`src/rtl/batch_buf_pkg.sv`:
```
// Shared sizing helpers, bank rotation and phase encoding for the batch sample buffer.
package batch_buf_pkg;

  localparam int unsigned DEF_N = 4;

  typedef logic [DEF_N-1:0] def_word_t;

  typedef enum logic [1:0] {
    PH0 = 2'd0,
    PH1 = 2'd1,
    PH2 = 2'd2
  } phase_t;

  function automatic int unsigned ds_depth_f(input int unsigned depth, input int unsigned dsr);
    return (depth + dsr - 1) / dsr;
  endfunction

  function automatic int unsigned cw_f(input int unsigned ds);
    return (ds <= 1) ? 1 : $clog2(ds);
  endfunction

  function automatic logic [1:0] next_bank(input logic [1:0] c, input int unsigned k);
    int unsigned s;
    s = (32'(c) + k) % 3;
    return 2'(s);
  endfunction

endpackage

```
`src/rtl/batch_bank_ram.sv`:
```
// Simple dual-port RAM with registered read; one bank of the batch memory.
module batch_bank_ram #(
  parameter int unsigned DEPTH = 32,
  parameter int unsigned W     = 4,
  parameter int unsigned AW    = 5
) (
  input  logic          clk,
  input  logic          i_we,
  input  logic [AW-1:0] i_waddr,
  input  logic [W-1:0]  i_wdata,
  input  logic          i_re,
  input  logic [AW-1:0] i_raddr,
  output logic [W-1:0]  o_rdata
);

  logic [W-1:0] r_mem [DEPTH];
  logic [W-1:0] r_rdata;

  always_ff @(posedge clk) begin
    if (i_we) r_mem[i_waddr] <= i_wdata;
    if (i_re) r_rdata <= r_mem[i_raddr];
  end

  assign o_rdata = r_rdata;

endmodule

```
`src/rtl/batch_sample_buffer.sv`:
```
// Three-bank rotating batch store: writes the current batch, replays the previous
// batch reversed (lookahead) and the one before that forward (delayed forward).
module batch_sample_buffer import batch_buf_pkg::*; #(
  parameter  int unsigned N        = 4,
  parameter  int unsigned DSR      = 1,
  parameter  int unsigned depth    = 32,
  localparam int unsigned DS_DEPTH = ds_depth_f(depth, DSR),
  localparam int unsigned CW       = cw_f(DS_DEPTH),
  localparam int unsigned W        = N * DSR
) (
  input  logic          clk,
  input  logic          rst,
  input  logic          in_valid,
  input  logic [W-1:0]  in_sample,
  output logic [W-1:0]  sample_lh,
  output logic [W-1:0]  sample_fd,
  output logic          out_valid,
  output logic [CW-1:0] bat_count,
  output logic [CW-1:0] bat_count_rev,
  output logic [1:0]    cycle,
  output logic          cycle_pulse
);

  localparam logic [CW-1:0] LAST = CW'(DS_DEPTH - 1);

  phase_t        r_state;
  phase_t        w_state_nxt;
  logic [CW-1:0] r_bat_count;
  logic [1:0]    r_primed;
  logic          r_out_valid;
  logic          r_cycle_pulse;
  logic          r_rd_ok;
  logic [1:0]    r_lh_sel;
  logic [1:0]    r_fd_sel;
  logic          w_wrap;
  logic [1:0]    w_wr_bank;
  logic [1:0]    w_lh_bank;
  logic [1:0]    w_fd_bank;
  logic [2:0]    w_we;
  logic [CW-1:0] w_raddr [3];
  logic [W-1:0]  w_rdata [3];

  assign w_wrap = in_valid && (r_bat_count == LAST);

  always_ff @(posedge clk or posedge rst) begin
    if (rst) r_state <= PH0;
    else     r_state <= w_state_nxt;
  end

  always_comb begin
    w_state_nxt = r_state;
    if (w_wrap) begin
      unique case (r_state)
        PH0:     w_state_nxt = PH1;
        PH1:     w_state_nxt = PH2;
        default: w_state_nxt = PH0;
      endcase
    end
  end

  always_comb begin
    cycle     = 2'(r_state);
    w_wr_bank = 2'(r_state);
    w_lh_bank = next_bank(r_state, 2);
    w_fd_bank = next_bank(r_state, 1);
  end

  // Read-bank selects are captured with the read so the output mux stays aligned across a wrap.
  always_ff @(posedge clk or posedge rst) begin
    if (rst) begin
      r_bat_count   <= '0;
      r_primed      <= '0;
      r_out_valid   <= 1'b0;
      r_cycle_pulse <= 1'b0;
      r_rd_ok       <= 1'b0;
      r_lh_sel      <= '0;
      r_fd_sel      <= '0;
    end else begin
      r_out_valid   <= in_valid && (r_primed == 2'd2);
      r_cycle_pulse <= w_wrap;
      if (in_valid) begin
        r_bat_count <= w_wrap ? '0 : r_bat_count + CW'(1);
        r_lh_sel    <= w_lh_bank;
        r_fd_sel    <= w_fd_bank;
        if (r_primed == 2'd2) r_rd_ok <= 1'b1;
        if (w_wrap && (r_primed != 2'd2)) r_primed <= r_primed + 2'd1;
      end
    end
  end

  assign bat_count     = r_bat_count;
  assign bat_count_rev = LAST - r_bat_count;
  assign out_valid     = r_out_valid;
  assign cycle_pulse   = r_cycle_pulse;

  // Each non-write bank plays exactly one reader role per phase, so one read port suffices.
  for (genvar b = 0; b < 3; b++) begin : g_bank
    assign w_we[b]    = in_valid && (w_wr_bank == 2'(b));
    assign w_raddr[b] = (w_lh_bank == 2'(b)) ? bat_count_rev : r_bat_count;

    batch_bank_ram #(
      .DEPTH (DS_DEPTH),
      .W     (W),
      .AW    (CW)
    ) u_ram (
      .clk     (clk),
      .i_we    (w_we[b]),
      .i_waddr (r_bat_count),
      .i_wdata (in_sample),
      .i_re    (in_valid && (w_wr_bank != 2'(b))),
      .i_raddr (w_raddr[b]),
      .o_rdata (w_rdata[b])
    );
  end

  // Stale bank contents stay hidden until the first primed read has landed.
  always_comb begin
    sample_lh = '0;
    sample_fd = '0;
    if (r_rd_ok) begin
      case (r_lh_sel)
        2'd0:    sample_lh = w_rdata[0];
        2'd1:    sample_lh = w_rdata[1];
        default: sample_lh = w_rdata[2];
      endcase
      case (r_fd_sel)
        2'd0:    sample_fd = w_rdata[0];
        2'd1:    sample_fd = w_rdata[1];
        default: sample_fd = w_rdata[2];
      endcase
    end
  end

endmodule

```
`config.mk`:
```
export PLATFORM = sky130hd
export DESIGN_NAME = batch_sample_buffer
export DESIGN_NICKNAME = d
export VERILOG_FILES = /design/src/rtl/batch_buf_pkg.sv /design/src/rtl/batch_bank_ram.sv /design/src/rtl/batch_sample_buffer.sv
export SDC_FILE = /design/constraint.sdc
export NUM_CORES = 1
export LEC_CHECK = 0
export ABC_AREA = 1
export BUFFER_PORTS_ARGS = -buffer_cell sky130_fd_sc_hd__buf_2
export CAP_MARGIN = 25
export CELL_PAD_IN_SITES_DETAIL_PLACEMENT = 2
export CELL_PAD_IN_SITES_GLOBAL_PLACEMENT = 2
export CORE_ASPECT_RATIO = 2
export CORE_MARGIN = 4
export CORE_UTILIZATION = 43
export DETAILED_ROUTE_END_ITERATION = 12
export PLACE_DENSITY = 0.79
export SLEW_MARGIN = 20
export SYNTH_ARGS = -nofsm -noshare
export SYNTH_HDL_FRONTEND = slang
export SYNTH_HIERARCHICAL = 1
export SYNTH_SLANG_ARGS = --single-unit
```
`constraint.sdc`:
```
create_clock -name clk -period 2.35 [get_ports clk]
set_input_delay 0.1175 -clock clk [delete_from_list [all_inputs] [get_ports clk]]
set_output_delay 0.1175 -clock clk [all_outputs]
set_load 0.005 [all_outputs]
```
==> results of run 1 <==
-- cell families after synthesis --
| group | after synthesis | synth area share (%) |
|---|---|---|
| XOR/XNOR | 16 | 0.7933 |
| buffers and inverters | 131 | 4.760 |
| AND/OR/NAND/NOR | 1005 | 23.81 |
| adder cells (fa/ha/maj) | 6 | 0.4250 |
| AO/OA/AOI/OAI | 26 | 0.7721 |
| flip-flops | 411 | 69.44 |
-- area by class of cell --
class                      count  share of cell area [%]
timing repair buffer         151                   8.028
sequential                   411                   57.38
clock buffer                  47                   4.950
tap                          530                   3.101
inverter                      50                   1.006
multi-input combinational   1053                   24.09
clock inverter                23                   1.410
timing repair inverter         1                 0.02926
-- state kept, by name, indices dropped and copies added (netlist names) --
signal and cells:
bat_count 5, r_lh_sel 1, g_bank.u_ram/r_mem 384, r_fd_sel 2, cycle 2, cycle_pulse 1, g_bank.u_ram/o_rdata 12, out_valid 1
r_primed 2, r_rd_ok 1
-- per-layer routing --
metal / up-vias / part of all wire (%) / global-route usage [%]
li1: 5700 / - / -
met1: 6914 / 33 / 26.16
met2: 458 / 55 / 53.44
met3: 256 / 3.6 / 3.338
met4: 0 / 8.4 / 16.50
met5: - / 0 / 0
-- repair_timing --
item	in CTS	in global routing
cloned	1	16
hold buffers	2	0
pin swaps	4	17
gates resized for setup	26	134
setup endpoints to repair	225	17
setup buffers	5	16
hold endpoints to repair	18	0
-- final timing paths --
kind | cells past startpoint | start | slack [ns] | to
max | 14 | cycle[0] | -0.26 | g_bank[1].u_ram/o_rdata[1]
min | 2 | in_sample[1] | 0.12 | g_bank[0].u_ram/r_mem[1][1]
max reg2reg | 14 | cycle[0] | -0.26 | g_bank[1].u_ram/o_rdata[1]
min reg2reg | 1 | r_primed[0] | 0.50 | r_primed[0]
max in group asynchronous | 3 | rst | 1.54 | bat_count[1]
min in group asynchronous | 3 | rst | 0.26 | bat_count[3]
-- report_power, final --
part,internal [W],total [W],switching (W)
sequential,0.00844,0.00884,0.000406
clock,0.00400,0.00696,0.00296
combinational,0.00616,0.0183,0.0122
total,0.0186,0.0341,0.0155
-- worst register-to-register path: cells and delay by family, from the launching register on --
family	cells	cell delay, ns
fa+ha+maj	1	0.23
simple gates	8	0.79
flops	1	0.46
xor+xnor	1	0.32
buf+inv	4	0.56
-- cell usage in the layout, fill, tap and decap left out, types with 7 or more instances in the layout --
cell,n
bufinv_16,7
inv_1,38
nand2_1,530
clkbuf_16,53
buf_4,67
dfrtp_1,12
edfxtp_1,396
nand3_2,66
buf_6,10
buf_2,28
o21ai_0,19
nand2_2,29
nor2_1,113
buf_12,27
nand3_1,258
-- metrics by stage --
stage	hold WS (ns)	utilization, %
after floorplan	0.01898	-
after global placement	0.2315	46.44
after detailed placement	0.2454	46.44
after CTS	0.1539	50.36
after global routing	0.1327	52.84
final	0.1184	52.84
==> results.sh, run 1 <==
export IMPL_grt_ovfl_total=0
export IMPL_critPathTopFamily="simple AND/OR/NAND/NOR gates"
export IMPL_cp_max_fo=32
export IMPL_crit_arrival_ns=2.92
export IMPL_async_reset_ff_share_pct=3.650
export IMPL_place_area_sq_mm=0.01880
export IMPL_synth_area_sq_mm=0.01766
export IMPL_cts_sinks=411
export IMPL_drv_slew=0
export IMPL_cap_violations=0
export IMPL_synth_edff_count=396
export IMPL_required_ns=2.66
export IMPL_synth_flop_cell="edfxtp_1"
export IMPL_ios=29
export IMPL_drt_initial_drc_count=963
export IMPL_grt_pass1_vias=14410
export IMPL_postRouteAntennaNets=0
export IMPL_layout_nets=1719
export IMPL_fin_ws_ns=-0.2627
export IMPL_clock_skew_ns=0.02524
export IMPL_multiInputGateArea_sq_mm=0.005151
export IMPL_dp_worst_setup_slack_ns=-0.2785
export IMPL_clock_latency_ns=0.56
export IMPL_htreeDepth=2
export IMPL_outcome="finished, violations left"
export IMPL_instances_no_fill=2266
export IMPL_powerDensity_mw_per_mm2=1596
export IMPL_syn_inst=1595
export IMPL_synthTopCellsByArea="edfxtp_1 (67%), nand2_1 (12%), nand3_1 (9.3%)"
export IMPL_rsz0062_at_grt="yes"
export IMPL_syn_nets=1608
export IMPL_worst_pin_slew_ns=0.7892
export IMPL_initial_utilization_pct=43.65
export IMPL_grt_first_pass_wirelength_mm=89.39
export IMPL_endpoint_kind="register"
export IMPL_path_cells="inv_4, buf_4, ha_4, xor2_4, inv_4, buf_12, nand2_1, nand3_1, nand3_2, nand2_1, nand2_1, nand2_1, nand2_1, nand2_1"
export IMPL_yosysSeqAreaShare_pct=69.44
export IMPL_grt_max_degree=97
export IMPL_core_area_sq_mm=0.04047
export IMPL_fmax_mhz=382.7
export IMPL_portBuffers=28
export IMPL_drt_first_pass_iters=5
export IMPL_avgSynthCellArea_sq_um=11.07
export IMPL_period_minus_slack_ns=2.613
export IMPL_tritoncts_num_buffers=38
export IMPL_critPathKind="reg -> reg"
export IMPL_n_antenna_cell=0
export IMPL_maxSlewHeadroom_pct=47.33
export IMPL_yosys_register_bits=411
export IMPL_dieArea_sq_mm=0.04458
export IMPL_via_per_inst=5.882
export IMPL_violations="setup timing"
export IMPL_crit_buf_inv=4
export IMPL_crit_path_frequent_cell="nand2_1"
export IMPL_drcViolationCount=0
export IMPL_rows=104
export IMPL_cts_tree="yes"
export IMPL_antenna_found_initial=0
export IMPL_dp_cells=2157
export IMPL_slowest_delay_ns=0.46
export IMPL_setup_violations_final=24
export IMPL_post_synth_top_count_cell="nand2_1"
export IMPL_crit_path_start_kind="register"
export IMPL_wire_per_inst_microns=31.36
export IMPL_drive_above_1_share_pct=19.41
export IMPL_hpwlAfterDp_mm=39.65
export IMPL_netlist_top_cells_count="nand2_1 (560), edfxtp_1 (396), nand3_1 (327)"
export IMPL_wirelength_mm=71.07
export IMPL_hold_viol=0
export IMPL_p_leak_nw=8.082
export IMPL_place_gp_congestion=0.8397
export IMPL_timing_setup_tns_ns=-1.930
export IMPL_worst_path_max_delay_cell="dfrtp_2"
export IMPL_peakVddDrop_mv=0.8788
export IMPL_synth_top_area_share_pct=67.32
export IMPL_synth_warnings=6
export IMPL_grt_usage_pct=27.33
export IMPL_areaGrowthSynthToFinish_pct=21.05
export IMPL_root_buffer="clkbuf_16"
export IMPL_die_y_microns=294.6
export IMPL_synth_top_area_cell="edfxtp_1"
export IMPL_seqCellArea_sq_mm=0.01227
export IMPL_num_vias=13330
export IMPL_ys_types=24
export IMPL_stdcell_area_sq_mm=0.02138
export IMPL_clk_pin_slew_worst_paths_ns=0.09
export IMPL_min_path_type="in -> reg"
export IMPL_die_w_microns=151.3
export IMPL_fill_cells=3915
export IMPL_total_power_w=0.03412
export IMPL_period_share_pct=111.2
export IMPL_clock_path_buffers=3
Power figures use the tool's default switching activity.
==> run 2, diff against run 1 <==
--- a/config.mk
+++ b/config.mk
@@ -6,15 +6,15 @@
 export NUM_CORES = 1
 export LEC_CHECK = 0
 export ABC_AREA = 1
-export BUFFER_PORTS_ARGS = -buffer_cell sky130_fd_sc_hd__buf_2
+export BUFFER_PORTS_ARGS = -buffer_cell sky130_fd_sc_hd__buf_4
 export CAP_MARGIN = 25
 export CELL_PAD_IN_SITES_DETAIL_PLACEMENT = 2
 export CELL_PAD_IN_SITES_GLOBAL_PLACEMENT = 2
 export CORE_ASPECT_RATIO = 2
 export CORE_MARGIN = 4
-export CORE_UTILIZATION = 43
+export CORE_UTILIZATION = 46
 export DETAILED_ROUTE_END_ITERATION = 12
-export PLACE_DENSITY = 0.79
+export PLACE_DENSITY = 0.83
 export SLEW_MARGIN = 20
 export SYNTH_ARGS = -nofsm -noshare
 export SYNTH_HDL_FRONTEND = slang
==> constraint.sdc (replaced) <==
create_clock -name clk -period 3.2 [get_ports clk]
set_input_delay 0.16 -clock clk [delete_from_list [all_inputs] [get_ports clk]]
set_output_delay 0.16 -clock clk [all_outputs]
set_load 0.005 [all_outputs]
==> results.sh, run 2 (synthesized netlist as in run 1, its figures left out) <==
export IMPL_hpwlAfterDp_mm=39.09
export IMPL_dieArea_sq_mm=0.04179
export IMPL_cts_tree="yes"
export IMPL_maxSlewHeadroom_pct=34.22
export IMPL_powerDensity_mw_per_mm2=1050
export IMPL_grt_usage_pct=28.62
export IMPL_die_w_microns=146.6
export IMPL_largest_register_ffs=384
export IMPL_dp_cells=2047
export IMPL_drv_slew=0
export IMPL_pwr_share_comb_pct=47.0
export IMPL_grt_use_met3_pct=3.339
export IMPL_ios=29
export IMPL_wire_per_inst_microns=28.34
export IMPL_instances_no_fill=2109
export IMPL_p_sw_w=0.009288
export IMPL_drt_first_pass_iters=5
export IMPL_clock_latency_ns=0.55
export IMPL_endpoint_kind="register"
export IMPL_grt_ovfl_total=0
export IMPL_tritoncts_num_buffers=37
export IMPL_power_share_switching_pct=45.81
export IMPL_peakVddDrop_mv=0.6465
export IMPL_areaGrowthSynthToFinish_pct=9.258
export IMPL_cts_sinks=411
export IMPL_grt_max_degree=73
export IMPL_root_buffer="clkbuf_16"
export IMPL_initial_utilization_pct=46.59
export IMPL_cp_max_fo=8
export IMPL_timing_setup_tns_ns=0
export IMPL_top_usage_layer="met2"
export IMPL_drive_above_1_share_pct=8.019
export IMPL_hold_viol=0
export IMPL_seq_power_share_pct=32.5
export IMPL_stdcell_area_sq_mm=0.01930
export IMPL_use_met1_pct=26.94
export IMPL_layout_nets=1638
export IMPL_total_power_w=0.02027
export IMPL_regMostFlops="g_bank.u_ram/r_mem"
export IMPL_final_cell_mix="nand2_1 (560), edfxtp_1 (396), nand3_1 (327)"
export IMPL_required_ns=3.38
export IMPL_clock_path_buffers=3
export IMPL_drcViolationCount=0
export IMPL_rows=101
export IMPL_p_int_w=0.01098
export IMPL_portBuffers=28
export IMPL_rsz0062_at_grt="no"
export IMPL_layout_commonest_cell="nand2_1"
export IMPL_num_vias=12360
export IMPL_fmax_mhz=324.4
export IMPL_grt_use_met2_pct=57.11
export IMPL_crit_arrival_ns=3.27
export IMPL_outcome="finished clean"
export IMPL_setup_violations_final=0
export IMPL_antenna_found_initial=0
export IMPL_place_gp_congestion=0.8215
export IMPL_p_leak_nw=7.189
export IMPL_post_cts_setup_buffers=0
export IMPL_grt_first_pass_wirelength_mm=89.14
export IMPL_htreeDepth=2
export IMPL_clockPowerShare_pct=20.6
export IMPL_drt_initial_drc_count=741
export IMPL_critPathKind="reg -> reg"
export IMPL_postRouteAntennaNets=0
export IMPL_cap_violations=0
export IMPL_die_y_microns=285.1
export IMPL_wirelength_mm=59.76
export IMPL_place_area_sq_mm=0.01821
export IMPL_n_antenna_cell=0
export IMPL_min_path_type="in -> reg"
export IMPL_clk_pin_slew_worst_paths_ns=0.07
export IMPL_worst_pin_slew_ns=0.9867
export IMPL_fill_cells=3799
export IMPL_clock_skew_ns=0.02764
export IMPL_whs_ns=0.1844
export IMPL_grt_pass1_vias=14360
export IMPL_period_minus_slack_ns=3.083
export IMPL_via_per_inst=5.860
export IMPL_crit_path_start_kind="register"
export IMPL_core_area_sq_mm=0.03791
export IMPL_period_share_pct=96.33
-- run 2: metal layers --
layer  vias up  routed length, microns
met5         -                       0
met3       191                    1791
met2       349                   34460
li1       5511                       -
met4         0                    4346
met1      6308                   19160
-- run 2: through the flow --
stage | setup WS (ns) | utilization (%)
after floorplan | 1.132 | -
final | 0.1174 | 50.91
after global placement | 0.3723 | 48.03
after CTS | 0.08542 | 50.89
after detailed placement | 0.08469 | 48.03
after global routing | 0.01212 | 50.91
-- run 2: worst paths after layout --
kind	from	endpoint	slack [ns]	depth (start not counted)
max	cycle[0]	g_bank[2].u_ram/r_mem[21][2]	0.12	6
min	in_sample[3]	g_bank[0].u_ram/r_mem[6][3]	0.18	1
max reg2reg	cycle[0]	g_bank[2].u_ram/r_mem[21][2]	0.12	6
min reg2reg	r_primed[0]	r_primed[0]	0.48	1
max in group asynchronous	rst	r_rd_ok	2.40	3
min in group asynchronous	rst	cycle[1]	0.31	3
-- run 2: cell type report --
cell class	count	area, sq um	area share [%]
sequential	411	12270	63.56
multi-input combinational	1053	4624	23.96
clock buffer	43	948.4	4.914
tap	463	579.3	3.002
timing repair buffer	72	574.3	2.976
inverter	50	192.7	0.9984
clock inverter	17	113.9	0.5899
-- run 2: power groups by stage --
| stage | clock, W | sequential (W) | combinational, W |
|---|---|---|---|
| final | 0.00417 | 0.00658 | 0.00952 |
| after global routing | 0.00444 | 0.00658 | 0.0103 |
| after floorplan | 0 | 0.00646 | 0.00629 |
| after CTS | 0.00425 | 0.00656 | 0.00957 |
| after global placement | 0 | 0.00665 | 0.00883 |
| after detailed placement | 0 | 0.00667 | 0.00932 |
-- run 2: critical path: stages (launching register included) --
cell	delay, ns
dfrtp_1	0.40
inv_1	0.12
ha_1	0.62
nand2_1	0.19
inv_1	0.20
nand3_1	0.59
nor2_1	0.60
-- run 2: what timing repair did --
| action | in CTS | in global routing |
|---|---|---|
| hold buffers | 2 | 0 |
| resized for setup | 1 | 3 |
| hold endpoints to repair | 18 | 0 |
| cloned | 0 | 0 |
| pin swaps | 0 | 0 |
| setup endpoints to repair | 1 | 5 |
